`src/rtl/shifter.sv`:
```
// 32-bit barrel shifter with a registered result.
// Left shifts reuse the right-shift network through bit reversal.
module shifter (
  input  logic        clk,
  input  logic        rst,
  input  logic [31:0] dataa,
  input  logic [31:0] datab,
  input  logic        l_or_r,
  input  logic        a_or_h,
  output logic [31:0] result
);

  logic [4:0]  w_sh;
  logic        w_fill;
  logic        w_unused_hi;
  logic [31:0] w_in;
  logic [31:0] w_s0;
  logic [31:0] w_s1;
  logic [31:0] w_s2;
  logic [31:0] w_s3;
  logic [31:0] w_s4;
  logic [31:0] w_out;
  logic [31:0] r_result;

  assign w_sh        = datab[4:0];
  assign w_unused_hi = ^datab[31:5];
  assign w_fill      = a_or_h & ~l_or_r & dataa[31];

  always_comb begin
    w_in = dataa;
    if (l_or_r) begin
      for (int i = 0; i < 32; i++) begin
        w_in[i] = dataa[31-i];
      end
    end
  end

  assign w_s0 = w_sh[0] ?
    {w_fill, w_in[31:1]} : w_in;
  assign w_s1 = w_sh[1] ?
    {{2{w_fill}}, w_s0[31:2]} : w_s0;
  assign w_s2 = w_sh[2] ?
    {{4{w_fill}}, w_s1[31:4]} : w_s1;
  assign w_s3 = w_sh[3] ?
    {{8{w_fill}}, w_s2[31:8]} : w_s2;
  assign w_s4 = w_sh[4] ?
    {{16{w_fill}}, w_s3[31:16]} : w_s3;

  always_comb begin
    w_out = w_s4;
    if (l_or_r) begin
      for (int i = 0; i < 32; i++) begin
        w_out[i] = w_s4[31-i];
      end
    end
  end

  always_ff @(posedge clk) begin
    if (rst) begin
      r_result <= 32'h0;
    end else begin
      r_result <= w_out;
    end
  end

  assign result = r_result;

endmodule

```
`config.mk`:
```
export PLATFORM = sky130hd
export DESIGN_NAME = shifter
export DESIGN_NICKNAME = d
export VERILOG_FILES = /design/src/rtl/shifter.sv
export SDC_FILE = /design/constraint.sdc
export NUM_CORES = 1
export LEC_CHECK = 0
export BUFFER_PORTS_ARGS = -buffer_cell sky130_fd_sc_hd__buf_2
export CORE_ASPECT_RATIO = 0.9
export CORE_MARGIN = 2
export CORE_UTILIZATION = 35
export CTS_CLUSTER_DIAMETER = 120
export DETAILED_ROUTE_END_ITERATION = 6
export GPL_TIMING_DRIVEN = 0
export HOLD_SLACK_MARGIN = 0.03
export PLACE_DENSITY_LB_ADDON = 0.12
export SKIP_LAST_GASP = 1
export SLEW_MARGIN = 20
export SYNTH_ARGS = -nofsm -noshare
export SYNTH_HDL_FRONTEND = slang
export SYNTH_SLANG_ARGS = --single-unit
```
`constraint.sdc`:
```
create_clock -name clk -period 3.8 [get_ports clk]
set_input_delay 0.57 -clock clk [delete_from_list [all_inputs] [get_ports clk]]
set_output_delay 0.57 -clock clk [all_outputs]
set_load 0.1 [all_outputs]
```
==> out/qor.yml <==
synth_edf_count: 0
finalSetupViolCount: 0
grt_pass1_vias: 4367
synth_top_area_frac: 0.160
fmax_mhz: 316
grt_first_pass_wirelength_mm: 27.0
ioPinCount: 100
slew_headroom: 0.497
required_ns: 3.93
ant_nets: 0
drt_iter0_markers: 631
synth_largest_area_cell: "dfxtp_1"
cts_resized: 0
vias_per_cell: 6.53
ys_seq_area_frac: 0.160
ir_drop_v: 0.000156
crit_type: "in -> reg"
first_pass_iters: 5
syn-num-nets: 544
die_w_um: 117
worst_pin_slew_ns: 0.755
drc: 0
rsz0062_at_grt: "no"
portBuffers: 69
syn_to_final_growth_pct: 17.3
wl_per_cell_um: 25.2
cts_setup_buffers: 0
cts_hold_buf: 0
vias: 4625
ys_warn_count: 0
gp_congestion: 0.993
period_minus_slack_ns: 3.17
synthTopCellsByCount: "mux2i_1, nor2_1, nand2_1, dfxtp_1, mux2_2"
htreeDepth: 2
wl_mm: 17.8
crit_top_cell: "buf_2"
drv_slew: 0
cts_tree: "yes"
grt_antenna_before_repair: 1
dp_hpwl_mm: 14.0
netlist_area_um2: 4000
drive_gt1_frac: 0.277
clkTransAtPathRegs_ns: 0.05
num_rows: 37
yosysMostFrequentCell: "mux2i_1"
crit_fanout: 10
design_area_um2: 4690
drv_cap: 0
p_per_area_nw_per_um2: 348
end_kind: "flip-flop"
ys_types: 58
hold_violations: 0
grt_usage: 0.293
hp-class: "in -> reg"
synthCells: 476
clock_path_buffers: 2
gr-total-overflow: 0
crit_slowest_cell: "nor2b_1"
cts_root_buf: "clkbuf_16"
critPathArrivalTime_ns: 3.29
finalPower_mw: 1.64
cts_num_sinks: 32
avgSynthCellArea_um2: 8.41
cts_made_buffers: 5
diodes: 0
fp.dieH_um: 105
dieArea_um2: 12300
place_area_um2: 4540
crit_path_max_incr_delay_ns: 0.64
synthFlopType: "dfxtp_1"
path_cells: "buf_2 > buf_4 > buf_2 > nor2b_1 > nand2_1 > and3_1 > mux2_2 > a221oi_1 > o32ai_1"
leakagePower_nw: 1.89
ys_ff_latch: 32
largest_reg_flops: 32
grt_max_degree: 11
layout.nets: 620
startpoint_type: "input pin"
finalSetupTns_ns: 0
fin_crit_sh: 0.833
ys_async_sr_fraction: 0
status: "finished clean"
start_util: 0.354
core_um2: 11300
post-route-util: 0.416
synth_area_leaders: "dfxtp_1, mux4_2, mux2i_1"
[worst paths after layout]
| check | slack, ns | end | startpoint | cells after the start |
|---|---|---|---|---|
| setup / recovery | 0.63 | result[11] | l_or_r | 9 |
| hold / removal | 0.75 | result[0] | rst | 4 |
[cells by family after synthesis]
family          synth area share
mux                        0.338
compound gates             0.263
buf+inv                   0.0557
xor+xnor                 0.00219
simple gates               0.181
flops                      0.160
[critical path, delay by kind of cell]
kind / cells / cell delay [ns]
multiplexers: 1 / 0.32
AO/OA/AOI/OAI: 2 / 0.61
buffers and inverters: 3 / 0.68
AND/OR/NAND/NOR: 3 / 1.11
[per-layer routing]
metal  vias to the layer above  global-route usage  wire length [um]
met2                       307               0.409              7300
met4                         0               0.106               661
li1                       2026                   -                 -
met1                      2245               0.440              8000
met5                         -                   0                 0
met3                        47              0.0621              1880
[per-stage QoR]
| step | instances | hold slack [ns] | worst slack [ns] |
|---|---|---|---|
| after floorplan | 476 | 0.809 | 1.28 |
| after global placement | 701 | 1.01 | 0.437 |
| after detailed placement | 701 | 1.02 | 0.462 |
| after CTS | 708 | 0.733 | 0.746 |
| after global routing | 708 | 0.807 | 0.577 |
| final | 708 | 0.751 | 0.634 |
[area by class of cell]
class                      count  area, um2
fill                        1193       6600
clock buffer                   7        153
inverter                       5       18.8
buffer                        40        204
tap                          156        195
sequential                    32        641
multi-input combinational    399       3140
timing repair buffer          69        345
[layout by cell type, fill, tap and decap left out, types with 4 or more instances in the layout]
master     count
o21ai_0       16
buf_2         76
mux4_2        25
a221oi_1       7
o211ai_1       4
nor3_1        12
a221o_1        8
and2_1         9
a2bb2oi_1      4
nor2b_1        6
a21oi_1       28
or2_2          4
nand3_1       12
mux2i_1       45
nor2_1        43
clkbuf_1      17
nand2_1       35
dfxtp_1       32
nand2b_1      12
buf_1          7
a211oi_1       4
buf_4          6
a22oi_1        8
clkbuf_16      5
o22ai_1       22
o32ai_1       10
mux2_2        30
o221ai_1       4
[where the power goes]
part / leakage [nW] / internal, mW / total [mW] / switching (mW)
Sequential: 0.265 / 0.368 / 0.374 / 0.00616
Clock: 0.0760 / 0.274 / 0.410 / 0.136
Combinational: 1.55 / 0.245 / 0.851 / 0.607
Total: 1.89 / 0.887 / 1.64 / 0.748
(Power assumes the default switching activity.)
